$ cat src/rtl/core_mau_pkg.sv
// Shared types for the memory access unit: instruction/address/data types,
// opcode encoding, FSM state and default timeout.
package core_mau_pkg;

  typedef logic [31:0] addr_t;
  typedef logic [31:0] data_t;

  typedef enum logic [5:0] {
    OPCODE_NOP = 6'h00,
    OPCODE_ALU = 6'h01,
    OPCODE_LD  = 6'h10,
    OPCODE_ST  = 6'h11,
    OPCODE_BR  = 6'h20
  } opcode_t;

  typedef struct packed {
    opcode_t     opcode;
    logic [4:0]  rd;
    logic [4:0]  ra;
    logic [4:0]  rb;
    logic [10:0] imm;
  } instr_t;

  typedef enum logic [1:0] {
    IDLE,
    REQ,
    DRAIN,
    DONE
  } mau_state_t;

  localparam int unsigned MAU_TIMEOUT = 255;

  // True for the two opcodes that need a data bus access.
  function automatic logic is_mem_op(input opcode_t op);
    return (op == OPCODE_LD) || (op == OPCODE_ST);
  endfunction

endpackage

$ cat src/rtl/core_mau_if.sv
// Data bus: single-outstanding request/acknowledge with error termination.
interface core_mau_if;
  import core_mau_pkg::*;

  logic  req;
  logic  we;
  addr_t addr;
  data_t wdata;
  logic  ack;
  logic  err;
  data_t rdata;

  modport master (output req, we, addr, wdata, input ack, err, rdata);
  modport slave  (input req, we, addr, wdata, output ack, err, rdata);
endinterface

$ cat src/rtl/core_mau.sv
// Memory access unit: runs one data bus transaction per LD/ST held in EX,
// stalls EX until it completes, returns registered load data and reports
// misalignment, bus errors and timeouts as a one-cycle fault pulse.
module core_mau
  import core_mau_pkg::*;
#(
  parameter int unsigned TIMEOUT     = MAU_TIMEOUT,
  parameter bit          ALIGN_CHECK = 1'b1
) (
  input  logic       clk,
  input  logic       rst,
  input  instr_t     ex_instr,
  input  addr_t      mem_addr,
  input  data_t      st_data,
  input  logic       ex_flush,
  input  logic       ext_halt,
  output logic       mau_halt,
  output data_t      mau_data,
  output logic       mau_fault,
  output addr_t      mau_fault_addr,
  core_mau_if.master dbus
);

  localparam int unsigned      CNT_W    = $clog2(TIMEOUT + 1);
  localparam logic [CNT_W-1:0] CNT_LAST = CNT_W'(TIMEOUT - 1);
  localparam logic [CNT_W-1:0] CNT_MAX  = CNT_W'(TIMEOUT);

  mau_state_t       r_state;
  logic [CNT_W-1:0] r_cnt;
  logic             r_req;
  logic             r_we;
  addr_t            r_addr;
  data_t            r_wdata;
  data_t            r_data;
  logic             r_fault;
  addr_t            r_fault_addr;

  logic             w_mem_op;
  logic             w_misaligned;
  logic             w_timeout;
  logic [CNT_W-1:0] w_cnt_next;
  logic             w_unused;

  assign w_mem_op     = is_mem_op(ex_instr.opcode);
  assign w_misaligned = ALIGN_CHECK && (mem_addr[1:0] != 2'b00);
  assign w_timeout    = (r_cnt == CNT_LAST);
  // Saturating increment: the counter parks at TIMEOUT instead of wrapping.
  assign w_cnt_next   = (r_cnt == CNT_MAX) ? r_cnt : r_cnt + 1'b1;
  // Only the opcode field of the instruction matters here.
  assign w_unused     = ^ex_instr;

  assign dbus.req       = r_req;
  assign dbus.we        = r_we;
  assign dbus.addr      = r_addr;
  assign dbus.wdata     = r_wdata;
  assign mau_data       = r_data;
  assign mau_fault      = r_fault;
  assign mau_fault_addr = r_fault_addr;

  // Stall request: combinational so EX freezes in the same cycle it presents a LD/ST.
  always_comb begin
    // NOTE: assigning a default first guarantees no latch is inferred for paths the case leaves unassigned.
    mau_halt = 1'b0;
    unique case (r_state)
      IDLE:  mau_halt = w_mem_op && !ex_flush;
      REQ:   mau_halt = 1'b1;
      DRAIN: mau_halt = w_mem_op;
      DONE:  mau_halt = 1'b0;
    endcase
  end

  // Access FSM with registered bus outputs, load data and fault reporting.
  always_ff @(posedge clk) begin
    if (!rst) begin
      // NOTE: sequential state uses non-blocking assignments so every register samples pre-edge values.
      r_state      <= IDLE;
      r_cnt        <= '0;
      r_req        <= 1'b0;
      r_we         <= 1'b0;
      r_addr       <= '0;
      r_wdata      <= '0;
      r_data       <= '0;
      r_fault      <= 1'b0;
      r_fault_addr <= '0;
    end else begin
      r_fault <= 1'b0;
      unique case (r_state)
        IDLE: begin
          if (w_mem_op && !ex_flush) begin
            if (w_misaligned) begin
              r_fault      <= 1'b1;
              r_fault_addr <= mem_addr;
              r_data       <= '0;
              r_state      <= DONE;
            end else begin
              r_addr  <= mem_addr;
              r_wdata <= st_data;
              r_we    <= (ex_instr.opcode == OPCODE_ST);
              r_req   <= 1'b1;
              r_cnt   <= '0;
              r_state <= REQ;
            end
          end
        end
        REQ: begin
          // Error beats ack; ack in the last allowed cycle still completes normally.
          if (dbus.err || (!dbus.ack && w_timeout)) begin
            r_req        <= 1'b0;
            r_data       <= '0;
            r_fault      <= 1'b1;
            r_fault_addr <= r_addr;
            r_state      <= DONE;
          end else if (dbus.ack) begin
            r_req <= 1'b0;
            if (!r_we) r_data <= dbus.rdata;
            r_state <= DONE;
          end else begin
            r_cnt <= w_cnt_next;
            if (ex_flush) r_state <= DRAIN;
          end
        end
        DRAIN: begin
          // The flushed access must still finish on the bus, but its result is dropped.
          if (dbus.ack || dbus.err || w_timeout) begin
            r_req   <= 1'b0;
            r_state <= IDLE;
          end else begin
            r_cnt <= w_cnt_next;
          end
        end
        DONE: begin
          // While EX is frozen by another source, stay here so the access is not reissued.
          if (ex_flush || !ext_halt) r_state <= IDLE;
        end
      endcase
    end
  end

endmodule

$ cat src/flat_wrapper.sv
// flat-port wrapper written by rule: the top's interface ports become plain ports
module core_mau_flat import core_mau_pkg::*;
#(
  parameter int unsigned TIMEOUT     = MAU_TIMEOUT,
  parameter bit          ALIGN_CHECK = 1'b1
)
  (clk, rst, ex_instr, mem_addr, st_data, ex_flush, ext_halt, mau_halt, mau_data, mau_fault, mau_fault_addr, dbus_req, dbus_we, dbus_addr, dbus_wdata, dbus_ack, dbus_err, dbus_rdata);
  core_mau_if dbus_i ();
  input  logic clk;
  input  logic rst;
  input  instr_t ex_instr;
  input  addr_t mem_addr;
  input  data_t st_data;
  input  logic ex_flush;
  input  logic ext_halt;
  output logic mau_halt;
  output data_t mau_data;
  output logic mau_fault;
  output addr_t mau_fault_addr;
  output wire logic [$bits(dbus_i.req)-1:0] dbus_req;
  output wire logic [$bits(dbus_i.we)-1:0] dbus_we;
  output wire logic [$bits(dbus_i.addr)-1:0] dbus_addr;
  output wire logic [$bits(dbus_i.wdata)-1:0] dbus_wdata;
  input wire logic [$bits(dbus_i.ack)-1:0] dbus_ack;
  input wire logic [$bits(dbus_i.err)-1:0] dbus_err;
  input wire logic [$bits(dbus_i.rdata)-1:0] dbus_rdata;
  assign dbus_req = dbus_i.req;
  assign dbus_we = dbus_i.we;
  assign dbus_addr = dbus_i.addr;
  assign dbus_wdata = dbus_i.wdata;
  assign dbus_i.ack = dbus_ack;
  assign dbus_i.err = dbus_err;
  assign dbus_i.rdata = dbus_rdata;
  core_mau #(.TIMEOUT(TIMEOUT), .ALIGN_CHECK(ALIGN_CHECK)) u_core (.clk(clk), .rst(rst), .ex_instr(ex_instr), .mem_addr(mem_addr), .st_data(st_data), .ex_flush(ex_flush), .ext_halt(ext_halt), .mau_halt(mau_halt), .mau_data(mau_data), .mau_fault(mau_fault), .mau_fault_addr(mau_fault_addr), .dbus(dbus_i));
endmodule
$ cat config.mk
export PLATFORM = sky130hd
export DESIGN_NAME = core_mau_flat
export DESIGN_NICKNAME = d
export VERILOG_FILES = /design/src/rtl/core_mau_pkg.sv /design/src/rtl/core_mau_if.sv /design/src/rtl/core_mau.sv /design/src/flat_wrapper.sv
export SDC_FILE = /design/constraint.sdc
export NUM_CORES = 1
export LEC_CHECK = 0
export BUFFER_PORTS_ARGS = -buffer_cell sky130_fd_sc_hd__buf_4
export CELL_PAD_IN_SITES_DETAIL_PLACEMENT = 0
export CELL_PAD_IN_SITES_GLOBAL_PLACEMENT = 1
export CORE_UTILIZATION = 33
export CTS_CLUSTER_SIZE = 16
export DETAILED_ROUTE_END_ITERATION = 10
export GPL_ROUTABILITY_DRIVEN = 0
export HOLD_SLACK_MARGIN = 0.15
export PLACE_DENSITY = 0.91
export SLEW_MARGIN = 30
export SYNTH_ARGS = -nofsm -noshare
export SYNTH_HDL_FRONTEND = slang
export SYNTH_SLANG_ARGS = --single-unit
$ cat constraint.sdc
create_clock -name clk -period 2.6 [get_ports clk]
set_input_delay 0.65 -clock clk [delete_from_list [all_inputs] [get_ports clk]]
set_output_delay 0.65 -clock clk [all_outputs]
set_load 0.05 [all_outputs]
==> results.yml <==
run_status:
  status: "completed"
synthesis:
  synth_cell_types: 44
  syn_inst: 673
  synthFlopType: "dfxtp_1"
  syn_avg_cell_area_um2: 8.41
  synth-edff-count: 0
  synth_seq_cells: 141
  synth_nets: 813
  async_flop_share: 0
  ys_seq_area_frac: 0.499
  ys_warn_count: 0
  netlist_area_um2: 5660
worst_setup_path:
  r2r-start: "u_core.r_state[1]$_SDFFE_PN0P_"
  rr_endpoint: "u_core.mau_fault_addr[24]$_SDFFE_PN0P_"
  cp.arrival_ns: 1.80
  required_ns: 1.95
  cp_max_fo: 3
  cp-endpoint: "mau_halt"
  r2r_cells: 8
  startpoint_type: "flop"
  startpoint: "u_core.r_state[0]$_SDFFE_PN0P_"
  cp-end-kind: "primary output"
  reg2reg_setup_slack_ns: 0.44
  critPathKind: "flop to primary output"
drt:
  detail_route.wl_per_cell_um: 13.8
  antenna_left: 0
  vias: 5391
  drt-initial-drc-count: 230
  wirelength_um: 15500
  drtPass1Iterations: 4
  drc: 0
  vias_per_cell: 4.80
cells_and_area:
  fillCellCount: 1621
  antennaDiodeCount: 0
  nets: 1030
  multi_input_area_um2: 2620
  final_cell_mix: "buf_4 (246), dfxtp_1 (140), nand2_1 (135)"
  area_delta_synth_final_pct: 47.2
  regArea_um2: 2820
  final_common_cell: "buf_4"
  drive_above_1_share: 0.330
placement:
  hpwl_um: 10400
  portBuffers: 239
  post-place-ws_ns: 0.144
clock_network:
  clock_path_buffers: 2
  cts_buffers: 17
  cts_tree: "done"
  numClockSinks: 141
  cts.clk_slew.worst_paths_ns: 0.06
  cts_setup_buffers: 0
  htreeDepth: 4
  post_cts_resized: 0
  ctsHoldBuffers: 0
  clk_latency_ns: 0.41
  cts-root-buf: "clkbuf_16"
sta:
  finalCriticalPeriod_ns: 2.45
  setup_slack_ns: 0.151
  post-route-period-util: 0.942
  finalMaxSlewViolations: 0
  setup_violations: 0
  finalSetupTns_ns: 0
  finalHoldViolations: 0
  worst_clock_skew_ns: 0.0105
  relSlewSlack: 0.501
  grt_setup_unrepaired: "no"
  fmax_mhz: 408
  tightest_slew_ns: 0.748
power:
  ir_drop_mv: 0.452
  leakage_uw: 0.00329
  p_total_uw: 7090
  powerDensity_nw_per_um2: 852
floorplan:
  core_um2: 16600
  die-area_um2: 17700
  rows: 47
  die_height_um: 133
  pin_count: 266
  die_x_um: 133
  initial_utilization: 0.340
global_route:
  grt.overflow.total: 0
  first_global_vias: 4996
  grt_usage: 0.175
  grt_pass1_wl_um: 24900
  antenna_found_initial: 0
  grt_max_degree: 69
worst_hold_path:
  min_path_type: "flop to flop"
run:
  cap_violations: 0
[flip-flops by register name, indices dropped and copies added, names as in the netlist]
signal                 count
u_core.r_state             2
u_core.dbus.addr          32
u_core.dbus.wdata         32
u_core.mau_data           32
u_core.mau_fault_addr     32
u_core.mau_fault           1
u_core.dbus.req            1
u_core.dbus.we             1
u_core.r_cnt               8
[kinds of logic (layout without fill, tap and decap cells)]
kind of cell	after synthesis	count (layout)	share of synthesized area
simple gates	268	268	0.211
compound gates	159	159	0.169
flops	141	141	0.499
buf+inv	61	291	0.0418
mux	32	32	0.0566
fa+ha+maj	6	6	0.0133
xor+xnor	6	6	0.00929
[power breakdown]
group / switching, uW / internal, uW / leakage (uW)
clock: 943 / 1590 / 0.000295
combinational: 1380 / 770 / 0.00186
sequential: 89.1 / 2320 / 0.00114
total: 2410 / 4680 / 0.00329
[synthesized netlist by cell type (2+ instances only)]
cell type	number	area, um^2
mux2i_1	32	320
inv_1	7	26.3
o21ai_0	5	25.0
xnor2_1	6	52.6
and3_1	2	12.5
a211oi_1	39	293
nand4_1	2	12.5
buf_1	6	22.5
a21oi_1	68	340
nor2b_1	2	12.5
nand2_1	135	507
a2111oi_0	2	17.5
nand3_1	65	325
dfxtp_1	141	2820
ha_1	6	75.1
o211ai_1	2	15.0
o21ai_1	34	170
nor2_1	44	165
clkbuf_1	42	158
or2_2	2	12.5
buf_2	6	30.0
nand3b_1	2	15.0
a211o_1	2	17.5
[layer usage]
layer / GRT usage / up-vias / share of wire
li1: - / 2771 / -
met1: 0.217 / 2439 / 0.44
met2: 0.280 / 157 / 0.47
met3: 0.0582 / 24 / 0.069
met4: 0.0639 / 0 / 0.021
met5: 0 / - / 0
[metrics by stage]
stage               instance area, um^2   util  hold WS (ns)  cells
finish                             8330  0.500         0.454   1123
detailed placement                 7690  0.462         0.448   1091
floorplan                          5660      -         0.465    673
global placement                   7690  0.462         0.442   1091
global route                       8330  0.500         0.467   1123
CTS                                8320  0.500         0.456   1123
[worst min path at each step]
| stage | start | endpoint | slack (ns) | cells past startpoint |
|---|---|---|---|---|
| floorplan | u_core.r_state[1]$_SDFFE_PN0P_ | u_core.r_state[1]$_SDFFE_PN0P_ | 0.46 | 2 |
| global placement | u_core.dbus.wdata[1]$_SDFFE_PN0P_ | u_core.dbus.wdata[1]$_SDFFE_PN0P_ | 0.44 | 2 |
| detailed placement | u_core.dbus.wdata[17]$_SDFFE_PN0P_ | u_core.dbus.wdata[17]$_SDFFE_PN0P_ | 0.45 | 2 |
| CTS | u_core.dbus.wdata[17]$_SDFFE_PN0P_ | u_core.dbus.wdata[17]$_SDFFE_PN0P_ | 0.46 | 2 |
| global route | st_data[1] | u_core.dbus.wdata[1]$_SDFFE_PN0P_ | 0.47 | 3 |
| finish | u_core.dbus.wdata[22]$_SDFFE_PN0P_ | u_core.dbus.wdata[22]$_SDFFE_PN0P_ | 0.45 | 2 |
[worst max-delay path, cell delays in order (launching register included)]
cell,delay (ns)
dfxtp_2,0.35
inv_1,0.08
ha_1,0.23
and4bb_2,0.25
a211oi_2,0.22
nor2_1,0.09
buf_4,0.19
[area by class of cell]
class                           count  area share
Clock buffer                       20      0.0560
Clock inverter                     12      0.0192
Inverter                            7     0.00331
Multi-Input combinational cell    471       0.314
Sequential cell                   141       0.339
Tap cell                          220      0.0331
Timing Repair Buffer              252       0.235
No activity file was read; power rests on OpenSTA's default activity.
